--- src/rtl/npc_lsu_pkg.sv ---
// Shared definitions for the load/store unit: access size codes, FSM states
// and byte-strobe generation.
package npc_lsu_pkg;

  localparam logic [1:0] SZ_B = 2'd0;
  localparam logic [1:0] SZ_H = 2'd1;
  localparam logic [1:0] SZ_W = 2'd2;
  localparam logic [1:0] SZ_D = 2'd3;

  typedef enum logic [1:0] {
    IDLE,
    BUS_REQ,
    BUS_WAIT,
    RESP
  } state_e;

  // Byte strobe for an access of (1 << size) bytes starting at byte lane off.
  function automatic logic [7:0] gen_strb(input logic [1:0] size, input logic [2:0] off);
    logic [15:0] w_mask;
    w_mask = ((16'd1 << (4'd1 << size)) - 16'd1) << off;
    return w_mask[7:0];
  endfunction

endpackage

--- src/rtl/npc_lsu_extract.sv ---
// Load data lane select: shifts the addressed bytes down to bit 0 and zero- or
// sign-extends them to the full bus width.
module npc_lsu_extract import npc_lsu_pkg::*; #(
  parameter int DATA_W = 32,
  parameter int OFF_W  = $clog2(DATA_W / 8)
) (
  input  logic [DATA_W-1:0] i_data,
  input  logic [OFF_W-1:0]  i_off,
  input  logic [1:0]        i_size,
  input  logic              i_unsigned,
  output logic [DATA_W-1:0] o_data
);

  logic [DATA_W-1:0] w_shift;
  logic              w_msb;
  logic              w_fill;
  int                w_nbits;

  always_comb begin
    w_shift = i_data >> {i_off, 3'b000};
    unique case (i_size)
      SZ_B:    w_msb = w_shift[7];
      SZ_H:    w_msb = w_shift[15];
      SZ_W:    w_msb = w_shift[31];
      default: w_msb = w_shift[DATA_W-1];
    endcase
    w_nbits = 8 << i_size;
    if (w_nbits > DATA_W) w_nbits = DATA_W;
    w_fill = w_msb & ~i_unsigned;
    o_data = '0;
    for (int i = 0; i < DATA_W; i++) begin
      o_data[i] = (i < w_nbits) ? w_shift[i] : w_fill;
    end
  end

endmodule

--- src/rtl/npc_lsu.sv ---
// Single-outstanding load/store unit bridging the core request port to a
// NB-aligned memory bus. Optional macro NPC_LSU_MISALIGN_TRAP_EN faults
// misaligned accesses instead of aligning them down.
module npc_lsu import npc_lsu_pkg::*; #(
  parameter int ADDR_W = 32,
  parameter int DATA_W = 32
) (
  input  logic                clk,
  input  logic                reset,
  input  logic                i_req_valid,
  output logic                o_req_ready,
  input  logic                i_req_we,
  input  logic [1:0]          i_req_size,
  input  logic                i_req_unsigned,
  input  logic [ADDR_W-1:0]   i_req_addr,
  input  logic [DATA_W-1:0]   i_req_wdata,
  output logic                o_resp_valid,
  input  logic                i_resp_ready,
  output logic [DATA_W-1:0]   o_resp_rdata,
  output logic                o_resp_err,
  output logic                o_mem_req_valid,
  input  logic                i_mem_req_ready,
  output logic                o_mem_req_we,
  output logic [ADDR_W-1:0]   o_mem_req_addr,
  output logic [DATA_W-1:0]   o_mem_req_wdata,
  output logic [DATA_W/8-1:0] o_mem_req_wstrb,
  input  logic                i_mem_resp_valid,
  input  logic [DATA_W-1:0]   i_mem_resp_rdata,
  input  logic                i_mem_resp_err
);

  localparam int NB    = DATA_W / 8;
  localparam int OFF_W = $clog2(NB);

  state_e            r_state;
  logic              r_req_ready;
  logic              r_we;
  logic [1:0]        r_size;
  logic              r_unsigned;
  logic [OFF_W-1:0]  r_off;
  logic              r_mem_req_valid;
  logic              r_mem_req_we;
  logic [ADDR_W-1:0] r_mem_req_addr;
  logic [DATA_W-1:0] r_mem_req_wdata;
  logic [NB-1:0]     r_mem_req_wstrb;
  logic              r_resp_valid;
  logic [DATA_W-1:0] r_resp_rdata;
  logic              r_resp_err;

  logic [OFF_W-1:0]  w_off;
  logic [OFF_W-1:0]  w_off_use;
  logic [3:0]        w_lowmask;
  logic              w_illegal;
  logic              w_skip;
  logic [NB-1:0]     w_wstrb;
  logic [DATA_W-1:0] w_wdata;
  logic [ADDR_W-1:0] w_addr_al;
  logic [DATA_W-1:0] w_ext;

  assign w_off     = i_req_addr[OFF_W-1:0];
  assign w_lowmask = (4'd1 << i_req_size) - 4'd1;
  assign w_illegal = (DATA_W == 32) && (i_req_size == SZ_D);

`ifdef NPC_LSU_MISALIGN_TRAP_EN
  assign w_off_use = w_off;
  assign w_skip    = w_illegal | (|(w_off & w_lowmask[OFF_W-1:0]));
`else
  assign w_off_use = w_off & ~w_lowmask[OFF_W-1:0];
  assign w_skip    = w_illegal;
`endif

  assign w_wstrb   = NB'(gen_strb(i_req_size, 3'(w_off_use)));
  assign w_wdata   = i_req_wdata << {w_off_use, 3'b000};
  assign w_addr_al = {i_req_addr[ADDR_W-1:OFF_W], {OFF_W{1'b0}}};

  npc_lsu_extract #(
    .DATA_W (DATA_W),
    .OFF_W  (OFF_W)
  ) u_extract (
    .i_data     (i_mem_resp_rdata),
    .i_off      (r_off),
    .i_size     (r_size),
    .i_unsigned (r_unsigned),
    .o_data     (w_ext)
  );

  always_ff @(posedge clk) begin
    if (reset) begin
      r_state         <= IDLE;
      r_req_ready     <= 1'b1;
      r_we            <= 1'b0;
      r_size          <= SZ_B;
      r_unsigned      <= 1'b0;
      r_off           <= '0;
      r_mem_req_valid <= 1'b0;
      r_mem_req_we    <= 1'b0;
      r_mem_req_addr  <= '0;
      r_mem_req_wdata <= '0;
      r_mem_req_wstrb <= '0;
      r_resp_valid    <= 1'b0;
      r_resp_rdata    <= '0;
      r_resp_err      <= 1'b0;
    end else begin
      unique case (r_state)
        IDLE: begin
          if (i_req_valid) begin
            r_req_ready <= 1'b0;
            r_we        <= i_req_we;
            r_size      <= i_req_size;
            r_unsigned  <= i_req_unsigned;
            r_off       <= w_off_use;
            if (w_skip) begin
              // Faulting access never reaches the bus.
              r_state      <= RESP;
              r_resp_valid <= 1'b1;
              r_resp_err   <= 1'b1;
              r_resp_rdata <= '0;
            end else begin
              r_state         <= BUS_REQ;
              r_mem_req_valid <= 1'b1;
              r_mem_req_we    <= i_req_we;
              r_mem_req_addr  <= w_addr_al;
              r_mem_req_wdata <= i_req_we ? w_wdata : '0;
              r_mem_req_wstrb <= i_req_we ? w_wstrb : '0;
            end
          end
        end
        BUS_REQ: begin
          if (i_mem_req_ready) begin
            r_state         <= BUS_WAIT;
            r_mem_req_valid <= 1'b0;
            r_mem_req_we    <= 1'b0;
            r_mem_req_addr  <= '0;
            r_mem_req_wdata <= '0;
            r_mem_req_wstrb <= '0;
          end
        end
        BUS_WAIT: begin
          if (i_mem_resp_valid) begin
            r_state      <= RESP;
            r_resp_valid <= 1'b1;
            r_resp_err   <= i_mem_resp_err;
            r_resp_rdata <= (i_mem_resp_err || r_we) ? '0 : w_ext;
          end
        end
        RESP: begin
          if (i_resp_ready) begin
            r_state      <= IDLE;
            r_req_ready  <= 1'b1;
            r_resp_valid <= 1'b0;
            r_resp_rdata <= '0;
            r_resp_err   <= 1'b0;
          end
        end
        default: r_state <= IDLE;
      endcase
    end
  end

  assign o_req_ready     = r_req_ready;
  assign o_mem_req_valid = r_mem_req_valid;
  assign o_mem_req_we    = r_mem_req_we;
  assign o_mem_req_addr  = r_mem_req_addr;
  assign o_mem_req_wdata = r_mem_req_wdata;
  assign o_mem_req_wstrb = r_mem_req_wstrb;
  assign o_resp_valid    = r_resp_valid;
  assign o_resp_rdata    = r_resp_rdata;
  assign o_resp_err      = r_resp_err;

endmodule

--- config.mk ---
export PLATFORM = sky130hd
export DESIGN_NAME = npc_lsu
export DESIGN_NICKNAME = d
export VERILOG_FILES = /design/src/rtl/npc_lsu_pkg.sv /design/src/rtl/npc_lsu_extract.sv /design/src/rtl/npc_lsu.sv
export SDC_FILE = /design/constraint.sdc
export NUM_CORES = 1
export LEC_CHECK = 0
export CORE_ASPECT_RATIO = 1.25
export CORE_MARGIN = 4
export CORE_UTILIZATION = 40
export DETAILED_ROUTE_END_ITERATION = 12
export PLACE_DENSITY = 0.82
export SLEW_MARGIN = 20
export SYNTH_ARGS = -nofsm -noshare
export SYNTH_HDL_FRONTEND = slang
export SYNTH_SLANG_ARGS = --single-unit
--- constraint.sdc ---
create_clock -name clk -period 5.7 [get_ports clk]
set_input_delay 0.57 -clock clk [delete_from_list [all_inputs] [get_ports clk]]
set_output_delay 0.57 -clock clk [all_outputs]
set_load 0.02 [all_outputs]
==> After elaboration in Yosys (flattened, before gate mapping) <==
Cells that the tools add are included.
{ "word_totals": {"register_bits": 113, "elab_cells": 157, "output_inout_bits": 105, "inputBits": 107} }
{ "classes": {"eq_ne": 11, "magnitude_cmp": 33, "mux": 76, "n_shift": 6, "n_reduce_logical": 11, "n_addsub": 2, "bitwise": 4} }
{ "ops": {"columns": ["op", "count"], "rows": [
  ["$lt A6 B32 Y1 const A", 16],
  ["$mux W32", 12],
  ["$lt A5 B32 Y1 const A", 8],
  ["$lt A4 B32 Y1 const A", 4],
  ["$pmux W32 S2", 2],
  ["$pmux W32 S3", 1],
  ["$lt A3 B32 Y1 const A", 2],
  ["$mux W1", 44],
  ["$gt A32 B7 Y1 const B", 1],
  ["$lt A1 B32 Y1 const A", 1],
  ["$lt A2 B32 Y1 const A", 1],
  ["$shl A32 B5 Y32", 1],
  ["$shl A4 B2 Y32 const A", 1],
  ["$shr A32 B5 Y32", 1],
  ["$mux W4", 4],
  ["$shl A1 B4 Y16 const A", 1],
  ["$shl A16 B2 Y4", 1],
  ["$sub A16 B1 Y16 const B", 1],
  ["$ne A2 B2 Y1 const B", 6],
  ["$mux W2", 5],
  ["$pmux W1 S2", 4],
  ["$pmux W2 S4", 1],
  ["$pmux W4 S2", 1],
  ["$reduce_and A4 Y1", 2],
  ["other kinds (16)", 22]
]} }

==> Longest topological paths before layout <==
{ "depth": {"word_depth": 9, "mapped_depth": 10, "ltp_nobuf": 7} }

==> By module <==
A second synthesis with hierarchy kept.
{ "unflattened": {"cells_unflattened": 652, "area_unflattened_um2": 5690.5} }
{ "by_module_without_submodules": {"columns": ["module", "instances", "cells_per_inst", "seq_area_each_um2", "area_each_um2"], "rows": [
  ["npc_lsu", 1, 528, 2222.1, 4757.1],
  ["npc_lsu_extract", 1, 124, 0.0, 933.4]
]} }

==> Worst setup path after synthesis <==
No wires, ideal clock.
{ "synth_path": {"kind": "input to register", "startpoint": "input port i_req_size[1]", "endpoint": "register r_mem_req_wdata[30] (netlist: o_mem_req_wdata[30])", "path_buffers": 1, "required_time_ps": 5583, "setup_slack_ps": 3351, "arrival_ps": 2232, "stages": 7, "setup_ps": 117, "cell_sequence": "nand2b_1 -> inv_1 -> ha_1 -> nand2_1 -> clkbuf_1 -> mux4_2 -> a22o_1"} }
{ "synth_via": {"elab_chain_len": 9, "elab_cells_between_ends": 12, "classes_between": "add/sub (1); eq/ne (2); shift (2); mux (4); bitwise (2); reduce/logical (1)"} }
{ "synth_rtl": {"columns": ["item", "line_no", "source"], "rows": [
  ["start, declared", "npc_lsu.sv:13", "input logic [1:0] i_req_size,"],
  ["$shl A1 B2 Y4", null, null],
  ["$sub A2 B1 Y2", "npc_lsu.sv:61", "assign w_lowmask = (4'd1 << i_req_size) - 4'd1;"],
  ["$not A2 Y2", "npc_lsu.sv:68", "assign w_off_use = w_off & ~w_lowmask[OFF_W-1:0];"],
  ["$and A2 B2 Y2", "npc_lsu.sv:68", null],
  ["$shl A32 B5 Y32", "npc_lsu.sv:73", "assign w_wdata = i_req_wdata << {w_off_use, 3'b000};"],
  ["$mux W32", "npc_lsu.sv:123", "r_mem_req_wdata <= i_req_we ? w_wdata : '0;"],
  ["$mux W32", "npc_lsu.sv:112", "if (w_skip) begin"],
  ["$mux W32", "npc_lsu.sv:106", "if (i_req_valid) begin"],
  ["$pmux W32 S2", "npc_lsu.sv:104", "unique case (r_state)"],
  ["end signal, assigned", "npc_lsu.sv:123", null],
  ["end, declared", "npc_lsu.sv:44", "logic [DATA_W-1:0] r_mem_req_wdata;"]
]} }
Several ways; a longest one is shown, not always the timed one. The select of a mux whose other input is x is not followed.
A chain may end at the register's enable or synchronous reset.

==> Worst setup path in the final report <==
{ "layout_path": {"startpoint": "register r_state[1]", "endpoint": "register r_mem_req_wdata[20] (netlist: o_mem_req_wdata[20])"} }
{ "layout_via": {"elab_chain_len": 3, "elab_cells_between_ends": 8, "classes_between": "eq/ne (4); mux (1); reduce/logical (3)"} }
{ "layout_rtl": {"columns": ["item", "line_no", "source"], "rows": [
  ["start, declared", "npc_lsu.sv:35", "state_e r_state;"],
  ["start signal, assigned", "npc_lsu.sv:89", "r_state <= IDLE;"],
  ["start signal, assigned", "npc_lsu.sv:114", "r_state <= RESP;"],
  ["start signal, assigned", "npc_lsu.sv:119", "r_state <= BUS_REQ;"],
  ["$eq A2 B1 Y1 / $logic_not A2 Y1 (equally long branches)", "npc_lsu.sv:104", null],
  ["$ne A2 B2 Y1 (no source line) / $reduce_bool A2 Y1 (equally long branches)", null, null],
  ["$reduce_and A4 Y1 (no source line)", null, null]
]} }
Several ways; a longest one is shown, not always the timed one.

==> summary.txt <==
Run status
  – Outcome: finished clean

Logic synthesis
  – Cell area after technology mapping: 0.00525 mm²
  – Gate count of the mapped netlist: 547
  – Total of flip-flops plus latches after synthesis: 111
  – Primary flip-flop cell chosen by synthesis mapping: sky130_fd_sc_hd__dfxtp_1
  – Part of the Yosys area used for sequential elements: 42.3%
  – Unique cell type count in the Yosys netlist: 51
  – Number of flops mapped to enable cells by yosys: 0
  – Share of async-settable or async-resettable flops after synthesis: 0%
  – Mean Syn Cell Area: 9.60 µm²
  – Number of warnings issued by yosys: 0

STA
  – Transition time at the pin with the least slew margin: 0.949 ns
  – Worst rel slew slack: 36.7%
  – Clock Skew: 0.00862 ns
  – RSZ-0062 raised after global routing: false
  – Final worst-path cycle share: 50.5%
  – Number of setup violations in the final report: 0
  – Summed negative setup slack over all endpoints: 0 ns
  – Achievable frequency: 348 MHz
  – Number of slew-limit violations in the final report: 0
  – Endpoints failing hold: 0
  – Final period demand of the worst path: 2.88 ns

Critical path
  – Type of element capturing the critical path: flop
  – CP Max Fanout: 34
  – Reg-to-reg critical path endpoint: o_mem_req_wdata[20]$_SDFFE_PP0P_
  – Arrival time of data at the critical path endpoint: 3.17 ns
  – Register-to-register setup slack: 2.82 ns
  – Crit path cell chain: inv_1 -> ha_2 -> nor2b_1 -> a211o_1 -> buf_4 -> and2_4 -> a221o_1
  – Launching point of the worst reg2reg path: r_state[1]$_SDFFE_PP0P_
  – Library cell contributing the largest single delay on the critical path: sky130_fd_sc_hd__ha_2
  – Family of cells with the greatest summed delay on the critical path: compound AO/OA/AOI/OAI gates
  – Origin of the worst setup path: r_state[1]$_SDFFE_PP0P_
  – Crit path required time: 6.00 ns
  – Buffers and inverters on the worst path: 2
  – Number of cell instances on the worst register-to-register path: 7
  – Critical Path Source Type: flop
  – Slowest Stage Delay on Critical Path: 0.60 ns
  – Startpoint-to-endpoint class of the critical path: reg -> reg

CTS
  – H-tree level count: 3
  – Cts bufs inserted: 9
  – Number of setup buffers added after CTS: 0
  – TritonCTS clock tree: yes
  – Count of instances resized after the clock tree is built: 0
  – Clock-pin slew of the registers on the worst-case setup and hold paths: 0.08 ns
  – CTS Root Cell: sky130_fd_sc_hd__clkbuf_16
  – Hold-fix buffers, CTS: 0
  – Clock Sinks: 111
  – Longest Clk Path Bufs: 2
  – Latest clock arrival within the worst-skew pair: 0.35 ns

Drt
  – DRC: 0
  – Antenna viol nets, final: 0
  – Total number of vias: 5146
  – Post-DR wirelength/cell: 19.0 µm
  – Post-DR vias/cell: 5.74
  – Routed wire length: 17.1 mm
  – Detailed router's first-iteration violation count: 391
  – TritonRoute pass-1 iters: 5

Final layout
  – Post-route cell area: 0.00766 mm²
  – Share of post-route cells with drive strength above 1: 8.23%
  – Footprint of the flip-flops and latches: 0.00222 mm²
  – Core occupancy in the finished layout: 60.0%
  – Synth-to-layout area growth: 45.9%
  – Area occupied by multi-input gates: 0.00278 mm²
  – Number of antenna diodes: 0
  – Nets: 838
  – Count of fill cells added during filler insertion: 1060

GRT
  – Most utilized layer in the global route result: met2
  – Vias in the first global route: 5189
  – Met2 routing resource usage after global routing: 37.6%
  – Met3 usage: 6.28%
  – Gr usage total: 21.9%
  – First-pass GRT wire length: 26.8 mm
  – GR met1 Demand/Resource: 25.7%
  – Pin count of the biggest net entering global routing: 66
  – Overall overflow remaining after global route: 0
  – Antenna violations before repair: 0

Hold path
  – Class of the most critical hold timing path: reg -> reg
  – Sink of the worst hold path: o_resp_rdata[21]$_SDFFE_PP0P_
  – Start point of the worst min-delay path: o_resp_rdata[21]$_SDFFE_PP0P_
  – Hold Path Stages: 1

Power and ir drop
  – Total power density per cell area: 326 mW/mm²
  – Leak Pwr: 2.63 nW
  – Worst supply voltage drop on vdd: 0.207 mV

Floorplanning
  – Full die area: 0.0150 mm²
  – Horizontal extent of the die: 110 µm
  – FP Rows: 46
  – Total core area: 0.0128 mm²
  – Starting density of the core: 41.1%
  – Number of top-level pins: 212
  – Vertical die dimension: 136 µm

Placed design
  – # port buffers: 209
  – Half-perimeter wire length of the detailed placement result: 12.8 mm
  – Area post-placement: 0.00737 mm²
  – Routability-driven placement congestion ratio: 0.868

Run
  – Reported max-cap violation count: 0
-- cell usage after synthesis (7+ instances only) --
cell type,count,area (µm²)
sky130_fd_sc_hd__a22o_1,17,149
sky130_fd_sc_hd__mux2i_1,25,250
sky130_fd_sc_hd__nor4b_1,30,263
sky130_fd_sc_hd__o211ai_1,7,52.6
sky130_fd_sc_hd__nor3_1,12,60.1
sky130_fd_sc_hd__nand2_1,18,67.6
sky130_fd_sc_hd__mux4_2,9,203
sky130_fd_sc_hd__mux2_2,15,169
sky130_fd_sc_hd__ha_1,7,87.6
sky130_fd_sc_hd__o2bb2ai_1,25,219
sky130_fd_sc_hd__a221oi_1,7,61.3
sky130_fd_sc_hd__a221o_1,7,70.1
sky130_fd_sc_hd__dfxtp_1,111,2220
sky130_fd_sc_hd__clkbuf_1,31,116
sky130_fd_sc_hd__inv_1,7,26.3
sky130_fd_sc_hd__nor2_1,63,236
sky130_fd_sc_hd__a22oi_1,16,120
sky130_fd_sc_hd__a21oi_1,62,310
sky130_fd_sc_hd__buf_2,10,50.1
sky130_fd_sc_hd__o21ai_0,10,50.1
-- metal layers --
layer	up-vias	routed length [µm]
met2	255	8560
li1	2406	-
met4	0	625
met3	46	1220
met1	2439	6650
met5	-	0
-- worst max-delay path by stage --
| stage | slack (ns) | cells after the start | endpoint |
|---|---|---|---|
| 2_1_floorplan | 3.35 | 7 | o_mem_req_wdata[30]$_SDFFE_PP0P_ |
| 3_3_place_gp | 2.59 | 7 | o_mem_req_wdata[27]$_SDFFE_PP0P_ |
| 3_5_place_dp | 2.47 | 7 | o_mem_req_wdata[30]$_SDFFE_PP0P_ |
| 4_1_cts | 2.45 | 7 | o_mem_req_wdata[20]$_SDFFE_PP0P_ |
| 5_1_grt | 2.53 | 7 | o_mem_req_wdata[20]$_SDFFE_PP0P_ |
| 6_report | 2.82 | 7 | o_mem_req_wdata[20]$_SDFFE_PP0P_ |
-- final cells by class --
| cell class | instances | area share [%] |
|---|---|---|
| clock inverters | 7 | 0.718 |
| clock buffers | 9 | 2.94 |
| inverters | 7 | 0.343 |
| repair buffers | 216 | 27.9 |
| multi-input cells | 379 | 36.3 |
| well taps | 168 | 2.74 |
| flip-flops and latches | 111 | 29.0 |
-- kinds of logic (layout without fill, tap and decap cells) --
kind of cell / Yosys count / count (layout) / share of synthesized area [%]
AO/OA/AOI/OAI: 166 / 166 / 22.1
XOR/XNOR: 1 / 1 / 0.167
adder cells (fa/ha/maj): 7 / 7 / 1.67
buffers and inverters: 58 / 239 / 5.10
flip-flops: 111 / 111 / 42.3
multiplexers: 49 / 49 / 11.8
other: 1 / 2 / 0.0714
AND/OR/NAND/NOR: 154 / 154 / 16.8
-- layout by cell type, fill, tap and decap left out, types with 9 or more instances in the layout --
cell type and count:
sky130_fd_sc_hd__nor2_1 63, sky130_fd_sc_hd__dfxtp_1 111, sky130_fd_sc_hd__nand2_1 18, sky130_fd_sc_hd__o2bb2ai_1 25, sky130_fd_sc_hd__nor3_1 11, sky130_fd_sc_hd__clkbuf_16 9
sky130_fd_sc_hd__mux2i_1 25, sky130_fd_sc_hd__a22oi_1 16, sky130_fd_sc_hd__mux4_2 9, sky130_fd_sc_hd__a21oi_1 62, sky130_fd_sc_hd__mux2_2 15, sky130_fd_sc_hd__nor4b_1 30
sky130_fd_sc_hd__a22o_1 17, sky130_fd_sc_hd__o21ai_0 10, sky130_fd_sc_hd__clkdlybuf4s50_1 208
-- state kept, by name, summed over array words and instances, names as in the netlist, 2 cells and up --
| register | count |
|---|---|
| o_mem_req_wstrb | 4 |
| o_mem_req_addr | 30 |
| o_resp_rdata | 32 |
| r_state | 2 |
| o_mem_req_wdata | 32 |
| r_size | 2 |
| r_off | 2 |
-- worst reg2reg max path: cells and delay by family, from the launching register on --
family	cells	cell delay [ns]
AOI/OAI and AO/OA	2	0.81
adders and majority gates	1	0.60
and+or+nand+nor	2	0.60
buffers and inverters	2	0.47
DFF	1	0.34
-- per-stage QoR --
stage	hold WS (ns)	setup WS, ns	power (mW)	std cells
floorplan	0.432	3.35	1.58	548
detailed placement	0.445	2.47	1.91	881
CTS	0.469	2.45	2.50	897
global placement	0.445	2.59	1.87	881
global route	0.491	2.53	2.64	897
finish	0.464	2.82	2.50	897
-- power by group --
| part | leakage (nW) | internal [mW] | total, mW | switching, mW |
|---|---|---|---|---|
| Clock | 0.126 | 0.301 | 0.599 | 0.299 |
| Sequential | 0.900 | 0.859 | 0.922 | 0.0629 |
| Combinational | 1.61 | 0.398 | 0.979 | 0.581 |
Power figures use the tool's default switching activity.
